<file path="src/rtl/fir_pkg.sv">
// fir_pkg: shared types for the FIR sample feeder.
// Holds the default sample width, the feeder state enum and the sample type.
package fir_pkg;

   localparam int DATA_W = 16;

   typedef enum logic [2:0] {
      ST_IDLE,
      ST_STREAM,
      ST_GAP_WAIT,
      ST_DRAIN,
      ST_FINISH
   } feeder_state_t;

   typedef logic signed [DATA_W-1:0] sample_t;

endpackage

</file>
<file path="src/rtl/fir_sample_mem.sv">
// fir_sample_mem: DEPTH x DATA_W sample register file.
// Ports: clk, i_we/i_waddr/i_wdata (sync write), i_raddr/o_rdata (async read).
module fir_sample_mem #(
   parameter int  DATA_W = 16,
   parameter int  DEPTH  = 16,
   localparam int AW     = $clog2(DEPTH)
) (
   input  logic                     clk,
   input  logic                     i_we,
   input  logic [AW-1:0]            i_waddr,
   input  logic signed [DATA_W-1:0] i_wdata,
   input  logic [AW-1:0]            i_raddr,
   output logic signed [DATA_W-1:0] o_rdata
);
   import fir_pkg::*;

   logic signed [DATA_W-1:0] r_mem [DEPTH];

   // Contents are deliberately not reset.
   always_ff @(posedge clk) begin
      if (i_we) begin
         r_mem[i_waddr] <= i_wdata;
      end
   end

   // Write-through: a write landing this edge is seen by the reader,
   // so a sample written together with start is the one streamed.
   assign o_rdata = (i_we && (i_waddr == i_raddr)) ? i_wdata
                                                   : r_mem[i_raddr];

endmodule

</file>
<file path="src/rtl/fir_sample_feeder.sv">
// fir_sample_feeder: streams a buffered sample block into a FIR, with
// optional inter-sample gaps and a zero drain. Optional macro:
// FIR_FEEDER_LOOP_EN adds input loop (wrap to index 0 instead of draining).
// Ports: clk, RST (async, active-low), wr_en/wr_addr/wr_data (buffer load),
// len/start (stream request), in_data/EN (FIR feed), busy, done,
// sample_idx (index of the sample on in_data).
module fir_sample_feeder #(
   parameter int  DATA_W       = 16,
   parameter int  DEPTH        = 16,
   parameter int  GAP          = 0,
   parameter int  DRAIN_CYCLES = 8,
   localparam int AW           = $clog2(DEPTH)
) (
   input  logic                     clk,
   input  logic                     RST,
   input  logic                     wr_en,
   input  logic [AW-1:0]            wr_addr,
   input  logic signed [DATA_W-1:0] wr_data,
   input  logic [AW:0]              len,
   input  logic                     start,
`ifdef FIR_FEEDER_LOOP_EN
   input  logic                     loop,
`endif
   output logic signed [DATA_W-1:0] in_data,
   output logic                     EN,
   output logic                     busy,
   output logic                     done,
   output logic [AW-1:0]            sample_idx
);
   import fir_pkg::*;

   localparam int GW = (GAP > 1) ? $clog2(GAP) : 1;
   localparam int CW = (DRAIN_CYCLES > 1) ? $clog2(DRAIN_CYCLES) : 1;
   localparam logic [GW-1:0] GAP_LD =
      (GAP > 0) ? GW'(GAP - 1) : '0;
   localparam logic [CW-1:0] DRN_LD =
      (DRAIN_CYCLES > 0) ? CW'(DRAIN_CYCLES - 1) : '0;
   localparam logic [AW:0] DEPTH_L = (AW+1)'(DEPTH);

   feeder_state_t r_state;
   feeder_state_t w_state_n;

   logic signed [DATA_W-1:0] r_data;
   logic signed [DATA_W-1:0] w_data_n;
   logic                     r_en;
   logic                     w_en_n;
   logic                     r_busy;
   logic                     w_busy_n;
   logic                     r_done;
   logic                     w_done_n;
   logic [AW-1:0]            r_idx;
   logic [AW-1:0]            w_idx_n;
   logic [AW:0]              r_len;
   logic [AW:0]              w_len_n;
   logic [GW-1:0]            r_gap_cnt;
   logic [GW-1:0]            w_gap_n;
   logic [CW-1:0]            r_drn_cnt;
   logic [CW-1:0]            w_drn_n;

   logic [AW:0]              w_len_eff;
   logic [AW:0]              w_len_m1;
   logic                     w_last;
   logic                     w_end;
   logic [AW-1:0]            w_next_idx;
   logic [AW-1:0]            w_rd_addr;
   logic signed [DATA_W-1:0] w_rd_data;
   logic                     w_we;

   assign w_len_eff = (len > DEPTH_L) ? DEPTH_L : len;
   assign w_len_m1  = r_len - 1'b1;
   assign w_last    = ({1'b0, r_idx} == w_len_m1);

`ifdef FIR_FEEDER_LOOP_EN
   assign w_end      = w_last && !loop;
   assign w_next_idx = w_last ? '0 : r_idx + 1'b1;
`else
   assign w_end      = w_last;
   assign w_next_idx = r_idx + 1'b1;
`endif

   // IDLE always fetches the first sample; elsewhere the upcoming one.
   assign w_rd_addr = (r_state == ST_IDLE) ? '0 : w_next_idx;

   // Buffer is write-protected while a stream is in flight.
   assign w_we = wr_en && (r_state == ST_IDLE);

   fir_sample_mem #(
      .DATA_W (DATA_W),
      .DEPTH  (DEPTH)
   ) u_mem (
      .clk     (clk),
      .i_we    (w_we),
      .i_waddr (wr_addr),
      .i_wdata (wr_data),
      .i_raddr (w_rd_addr),
      .o_rdata (w_rd_data)
   );

   always_comb begin
      w_state_n = r_state;
      w_data_n  = '0;
      w_en_n    = 1'b0;
      w_busy_n  = 1'b1;
      w_done_n  = 1'b0;
      w_idx_n   = '0;
      w_len_n   = r_len;
      w_gap_n   = r_gap_cnt;
      w_drn_n   = r_drn_cnt;
      unique case (r_state)
         ST_IDLE: begin
            w_busy_n = 1'b0;
            if (start) begin
               w_len_n  = w_len_eff;
               w_busy_n = 1'b1;
               if (w_len_eff == '0) begin
                  w_state_n = ST_FINISH;
                  w_done_n  = 1'b1;
               end else begin
                  w_state_n = ST_STREAM;
                  w_data_n  = w_rd_data;
                  w_en_n    = 1'b1;
               end
            end
         end
         ST_STREAM: begin
            if (w_end) begin
               if (DRAIN_CYCLES > 0) begin
                  w_state_n = ST_DRAIN;
                  w_en_n    = 1'b1;
                  w_drn_n   = DRN_LD;
               end else begin
                  w_state_n = ST_FINISH;
                  w_done_n  = 1'b1;
               end
            end else if (GAP > 0) begin
               // Hold the current sample on in_data during the gap.
               w_state_n = ST_GAP_WAIT;
               w_idx_n   = r_idx;
               w_data_n  = r_data;
               w_gap_n   = GAP_LD;
            end else begin
               w_idx_n  = w_next_idx;
               w_data_n = w_rd_data;
               w_en_n   = 1'b1;
            end
         end
         ST_GAP_WAIT: begin
            if (r_gap_cnt == '0) begin
               w_state_n = ST_STREAM;
               w_idx_n   = w_next_idx;
               w_data_n  = w_rd_data;
               w_en_n    = 1'b1;
            end else begin
               w_gap_n  = r_gap_cnt - 1'b1;
               w_idx_n  = r_idx;
               w_data_n = r_data;
            end
         end
         ST_DRAIN: begin
            if (r_drn_cnt == '0) begin
               w_state_n = ST_FINISH;
               w_done_n  = 1'b1;
            end else begin
               w_drn_n = r_drn_cnt - 1'b1;
               w_en_n  = 1'b1;
            end
         end
         ST_FINISH: begin
            w_state_n = ST_IDLE;
            w_busy_n  = 1'b0;
         end
         default: begin
            w_state_n = ST_IDLE;
            w_busy_n  = 1'b0;
         end
      endcase
   end

   always_ff @(posedge clk or negedge RST) begin
      if (!RST) begin
         r_state <= ST_IDLE;
      end else begin
         r_state <= w_state_n;
      end
   end

   always_ff @(posedge clk or negedge RST) begin
      if (!RST) begin
         r_data    <= '0;
         r_en      <= 1'b0;
         r_busy    <= 1'b0;
         r_done    <= 1'b0;
         r_idx     <= '0;
         r_len     <= '0;
         r_gap_cnt <= '0;
         r_drn_cnt <= '0;
      end else begin
         r_data    <= w_data_n;
         r_en      <= w_en_n;
         r_busy    <= w_busy_n;
         r_done    <= w_done_n;
         r_idx     <= w_idx_n;
         r_len     <= w_len_n;
         r_gap_cnt <= w_gap_n;
         r_drn_cnt <= w_drn_n;
      end
   end

   assign in_data    = r_data;
   assign EN         = r_en;
   assign busy       = r_busy;
   assign done       = r_done;
   assign sample_idx = r_idx;

endmodule

</file>
<file path="config.mk">
export PLATFORM = sky130hd
export DESIGN_NAME = fir_sample_feeder
export DESIGN_NICKNAME = d
export VERILOG_FILES = /design/src/rtl/fir_pkg.sv /design/src/rtl/fir_sample_mem.sv /design/src/rtl/fir_sample_feeder.sv
export SDC_FILE = /design/constraint.sdc
export NUM_CORES = 1
export LEC_CHECK = 0
export ABC_AREA = 1
export CAP_MARGIN = 25
export CORE_ASPECT_RATIO = 1.2
export CORE_UTILIZATION = 60
export CTS_CLUSTER_DIAMETER = 100
export DETAILED_ROUTE_END_ITERATION = 10
export GPL_TIMING_DRIVEN = 0
export PLACE_DENSITY = 0.79
export RECOVER_POWER = 25
export REMOVE_ABC_BUFFERS = 1
export SLEW_MARGIN = 20
export SYNTH_ARGS = -nofsm -noshare
export SYNTH_HDL_FRONTEND = slang
export SYNTH_SLANG_ARGS = --single-unit
</file>
<file path="constraint.sdc">
create_clock -name clk -period 2.41 [get_ports clk]
set_input_delay 0.482 -clock clk [delete_from_list [all_inputs] [get_ports clk]]
set_output_delay 0.482 -clock clk [all_outputs]
set_load 0.02 [all_outputs]
</file>
After elaboration in Yosys (flattened, before gate mapping)
Memories as Yosys holds them, arrays and structs flattened.
Cells that the tools add are included.
{ "classes": {"n_reduce_logical": 10, "n_mux": 34, "shifts": 0, "n_div": 0, "add_sub_neg": 4, "bitwise": 0, "magnitude_cmp": 1, "multipliers": 0, "eq_ne": 10} }
{ "ops": {"columns": ["operator", "count"], "rows": [
  ["two-way mux 16 bit", 5],
  ["one-hot mux 16 bit (3 select lines)", 1],
  ["two-way mux 3 bit", 7],
  ["two-way mux 4 bit", 3],
  ["one-hot mux 3 bit (4 select lines)", 1],
  ["two-way mux 1 bit", 11],
  ["!= test 2 bit (second input constant)", 5],
  ["one-hot mux 4 bit (2 select lines)", 1],
  ["equality test 3 x 2 -> 1 bit (second input constant)", 2],
  ["zero test 3 bit", 2],
  ["one-hot mux 3 bit (2 select lines)", 1],
  ["equality test 4 x 5 -> 1 bit", 1],
  ["greater-than comparator 5 bit (second input constant)", 1],
  ["zero test 5 bit", 1],
  ["two-way mux 5 bit", 1],
  ["subtractor 5 x 1 -> 5 bit (second input constant)", 1],
  ["adder 4 x 1 -> 4 bit (second input constant)", 1],
  ["equality test 4 bit", 1],
  ["one-hot mux 1 bit (2 select lines)", 2],
  ["one-hot mux 1 bit (4 select lines)", 1],
  ["AND reduction 4 bit", 1],
  ["equality test 3 x 1 -> 1 bit (second input constant)", 1],
  ["AND reduction 3 bit", 1],
  ["OR reduction 3 bit", 1],
  ["other kinds (5)", 6]
]} }
{ "totals": {"regBits": 35, "latch_bits": 0, "in_bits": 29, "ram_bits": 256, "elab_cells": 69, "mem_count": 1, "romBits": 0} }
{ "mem_list": {"columns": ["memory", "words", "width", "rd", "rd_ports_with_merged_regs", "write_ports", "line", "rtl"], "rows": [
  ["u_mem.r_mem", 16, 16, 1, 0, 1, "fir_sample_mem.sv:17", "logic signed [DATA_W-1:0] r_mem [DEPTH];"]
]} }

Logic depth before layout (Yosys ltp)
{ "logic_depth": {"word_depth": 8, "depth_mapped": 15, "ltp_nobuf": 15} }

Hierarchy
Synthesis repeated with hierarchy kept, for this count alone.
{ "hier_totals": {"cells_unflattened": 1344, "area_unflattened_um2": 13376.6} }
{ "by_module_without_submodules": {"columns": ["mod", "cells_per_inst", "instances", "seq_area_each_um2", "area_each_um2"], "rows": [
  ["fir_sample_mem", 1122, 1, 7687.4, 11458.5],
  ["fir_sample_feeder", 222, 1, 850.8, 1918.1]
]} }

Least setup slack after synthesis
Ideal clock, no wire load.
{ "synth_timing": {"path_kind": "register to register", "start": "reg r_state[2]", "end": "mem u_mem.r_mem[10][0] (enable)", "arrival_time_ps": 1632, "synth_period_minus_slack_ps": 2021, "required_time_ps": 2022, "stages_incl_launch_ff": 8, "setup_slack_ps": 389, "path_cell_list": "dfrtp_1 > nor2_4 > nand2_4 > inv_4 > nand2_1 > clkinv_2 > nand3_1 > nor2_1"} }
{ "synth_via": {"elab_chain_len": 4} }
{ "synth_rtl": {"columns": ["item", "line", "rtl"], "rows": [
  ["from (decl)", "fir_sample_feeder.sv:40", "feeder_state_t r_state;"],
  ["from (signal assigned)", "fir_sample_feeder.sv:183", "r_state <= w_state_n;"],
  ["zero test 3 bit", "fir_sample_feeder.sv:85", "assign w_we = wr_en && (r_state == ST_IDLE);"],
  ["logical AND 1 bit", "fir_sample_feeder.sv:85", null],
  ["two-way mux 1 bit", "fir_sample_mem.sv:21", "if (i_we) begin"],
  ["two-way mux 1 bit (not written as such)", "fir_sample_mem.sv:22", "r_mem[i_waddr] <= i_wdata;"],
  ["to (decl)", "fir_sample_mem.sv:17", null]
]} }
Every way passes these cells.

Final worst setup path
{ "layout_timing": {"start": "reg r_state[0]", "end": "reg r_data[8] (netlist: in_data[8])"} }
{ "layout_via": {"elab_chain_len": 8, "elab_cells_between_ends": 15} }
{ "layout_rtl": {"columns": ["item", "line", "rtl"], "rows": [
  ["parallel branches: the longest is 7 deep, another holds memory read (16 x 16 bit)", null, null],
  ["one-hot mux 16 bit (3 select lines) *", "fir_sample_feeder.sv:109", "unique case (r_state)"],
  ["named net w_data_n[8]", "fir_sample_feeder.sv:44", "logic signed [DATA_W-1:0] w_data_n;"],
  ["to (signal assigned)", "fir_sample_feeder.sv:198", "r_data <= w_data_n;"],
  ["to (decl)", "fir_sample_feeder.sv:43", "logic signed [DATA_W-1:0] r_data;"]
]} }
Mark *: on every way through the listed nets, which the timed path passes. The select of a mux whose other input is x is not followed.
A chain may end at the register's enable or synchronous reset.

==> impl_results.md <==
- Status: complete, but fails checks
- Violated checks: negative setup slack
- Hold crit path type: primary input to async pin
- # Max-Cap Violations: 0
- Synth Warn #: 0
- Cell count after synthesis: 1,045
- Yosys top cell area share: 63.4%
- Worst skew pair latency: 0.54 ns
- Largest family of logic cells by synthesized area: simple AND/OR/NAND/NOR gates
- DRT Pass-1 Iters: 8
- Endpoints failing setup: 1
- Reg2reg start: r_state[0]$_DFFE_PN0P_
- Required time of the critical path: 2.87 ns
- Xor and xnor area share after synthesis: 0.217%
- Port Buf Inserts: 51
- Comb pwr share: 40.7%
- CORE AREA: 0.0197 mm^2
- Complex-gate fraction of the synthesized area: 1.72%
- Sw Pwr: 0.00668 W
- Antenna-violating nets left: 0
- Synth-to-layout area growth: 18.7%
- Skew final: 0.0136 ns
- Upper clock frequency limit: 0.413 GHz
- Initial Util: 61.6%
- Distinct cells, synth: 32
- Crit path kind: flop to flop
- Clock group share of total power: 25.2%
- Fin crit share: 101%
- Total CTS buffers: 27
- Fin. max-slew vios: 0
- DRC errors left: 0
- Mux share of post-synthesis cell area: 0%
- # H-tree levels: 1
- Synthesized cell area: 0.0121 mm^2
- Die Ht: 158 um
- Overall Global Routing Usage: 30.5%
- CTS tree: yes
- Final wirelength: 32,300 um
- Final hold vios: 0
- Synth Flop Type: edfxtp_1
- Sequential power share: 34.1%
- Peak VDD IR: 884 uV
- Via/cell ratio: 6.35
- Reg2reg path depth: 11
- Simple-gate share of the synthesized area: 23.2%
- Reg clk slew, reported paths: 0.07 ns
- Leak: 5.31 nW
- Final WS setup: -0.0135 ns
- Placed cell count: 1,299
- Max_slew headroom: 43.5%
- Root Buffer: clkbuf_16
- Die area: 0.0208 mm^2
- EDFF count, synth: 256
- Critical path peak fanout: 31
- # clock sinks: 290
- Fraction of registers with async set/reset: 11.7%
- First-pass GRT wire length: 46,600 um
- Dpl cell area: 0.0129 mm^2
- Boundary pin count: 52
- Routed WL per cell: 23.3 um
- Fin nets: 1,139
- Synth Area in Adders: 0.413%
- Share of cells above drive strength 1: 11.9%
- Arrival time at the worst endpoint: 2.89 ns
- Number of diodes: 0
- Overall power: 0.0173 W
- HPWL after DPL: 13,900 um
- Critical path startpoint category: flop
- Clock tree buffer depth: 3
- Sw Share: 38.6%
- Grt total ovfl: 0
- Worst Setup SP: r_state[0]$_DFFE_PN0P_
- Synth Area per Inst: 11.6 um^2
- Die Wd: 132 um
- Fill cell total of the finished layout: 1,156
- Pwr dens: 1200 mW/mm^2
- Post-synthesis sequential area ratio: 70.4%
- Routability cong.: 0.856
- Internal Pwr Total: 0.0106 W
- Largest net degree at the start of global routing: 69
- Critical R2R Capture: in_data[8]$_DFF_PN0_
- FF+latch count, synth: 290
- Number of global-route vias before repair: 8,302
- Antenna violations before repair: 0
- Tmin final: 2.42 ns
- Largest cells by area after synthesis: edfxtp_1 (63%), nand3_1 (13%), nand2_1 (7.1%), dfrtp_1 (7.0%), buf_2 (1.8%)
- Count leader, synth: nand3_1
- Initial drt markers: 1,173
- Hold WS: 0.472 ns
- Final Instance Area: 0.0144 mm^2
- Worst Max-Slew Pin Slew: 0.848 ns
- Placement Rows: 56
- Yosys top cell by area: edfxtp_1
- FF-to-FF setup slack: -0.01 ns
- Non-Filler Instances: 1,387
- CP endpoint kind: flop
- Post-layout util: 73.1%
- Synth cell count leaders: nand3_1 (325), edfxtp_1 (256), nand2_1 (230)
- Detailed-route via count: 8,805
critical path: stages, from the launching register on:
cell and delay, ns:
dfrtp_1 0.37, clkinvlp_2 0.25, nand2_8 0.27, inv_4 0.07, nor2_4 0.38, buf_12 0.27, inv_6 0.17, nand3_1 0.15
nand3_1 0.08, nand3_1 0.13, nand2_1 0.07, inv_1 0.10
worst max-delay path by stage:
stage                                       to  slack (ns)
after CTS                 in_data[8]$_DFF_PN0_       -0.04
final                     in_data[8]$_DFF_PN0_       -0.01
after global routing      in_data[8]$_DFF_PN0_      -0.008
after floorplan           in_data[8]$_DFF_PN0_       -3.36
after detailed placement  in_data[0]$_DFF_PN0_       -0.98
after global placement    in_data[8]$_DFF_PN0_       -6.68
state kept, by name (all words and copies together), names as in the netlist:
| name | flops |
|---|---|
| busy | 1 |
| sample_idx | 4 |
| u_mem.r_mem | 256 |
| done | 1 |
| EN | 1 |
| in_data | 16 |
| r_state | 3 |
| r_len | 5 |
| r_drn_cnt | 3 |
area by class of cell:
class / count / area (um^2) / area share, %
inverter: 37 / 190 / 1.32
clock inverter: 17 / 196 / 1.36
clock buffer: 32 / 714 / 4.96
timing repair inverter: 1 / 11.3 / 0.0782
sequential: 290 / 8540 / 59.3
multi-input combinational: 658 / 3310 / 23.0
timing repair buffer: 91 / 1100 / 7.66
tap: 261 / 327 / 2.27
placed cells by master (no fill, tap or decap), types with 3 or more instances in the layout:
| master | instances |
|---|---|
| buf_12 | 15 |
| edfxtp_1 | 256 |
| clkinv_1 | 4 |
| clkinv_2 | 5 |
| buf_4 | 17 |
| nand3_1 | 325 |
| a21oi_1 | 11 |
| nor3_1 | 3 |
| inv_1 | 29 |
| a21oi_2 | 10 |
| dfrtp_1 | 33 |
| or2_2 | 3 |
| nor2_4 | 19 |
| clkbuf_16 | 28 |
| dlygate4sd3_1 | 9 |
| nand2_1 | 228 |
| clkbuf_1 | 4 |
| or2_0 | 14 |
| nand2_4 | 6 |
| clkdlybuf4s50_1 | 42 |
| o21ai_0 | 5 |
| buf_16 | 3 |
| ha_1 | 4 |
| bufinv_16 | 4 |
| clkinv_4 | 3 |
| nor2_1 | 14 |
what timing repair did:
item	CTS	global route
hold buffers	1	0
cloned	3	4
setup endpoints to repair	272	192
endpoints found under the hold margin	7	0
gates resized for setup	11	5
pin swaps	15	4
buffers inserted	25	6
metrics by stage:
step | setup TNS (ns) | setup WS, ns
final | -0.0135 | -0.0135
after global routing | -0.00756 | -0.00756
after CTS | -0.104 | -0.0358
after detailed placement | -94.16 | -0.981
after global placement | -453.45 | -6.68
after floorplan | -77.94 | -3.36
power by group through the flow:
| stage | clock, W | combinational (W) | sequential (W) |
|---|---|---|---|
| floorplan | 0 | 0.00387 | 0.00613 |
| CTS | 0.00435 | 0.00638 | 0.00590 |
| detailed placement | 0 | 0.00605 | 0.00600 |
| global placement | 0 | 0.00486 | 0.00598 |
| finish | 0.00436 | 0.00705 | 0.00591 |
| global route | 0.00456 | 0.00759 | 0.00593 |
kinds of logic (layout without fill, tap and decap cells):
kind of cell	after synthesis	in the layout
buffers and inverters	101	178
adders and majority gates	4	4
AOI/OAI and AO/OA	32	32
xor gates and xnor gates	3	3
and+or+nand+nor	615	619
DFF	290	290
per-layer routing:
metal  routed length, um  vias up  track usage [%]
li1                    -     3846                -
met1               10900     4111             39.2
met5                   0        -                0
met3                4250      136             4.35
met2               15300      712             49.6
met4                1780        0             18.8
Power figures use the tool's default switching activity.
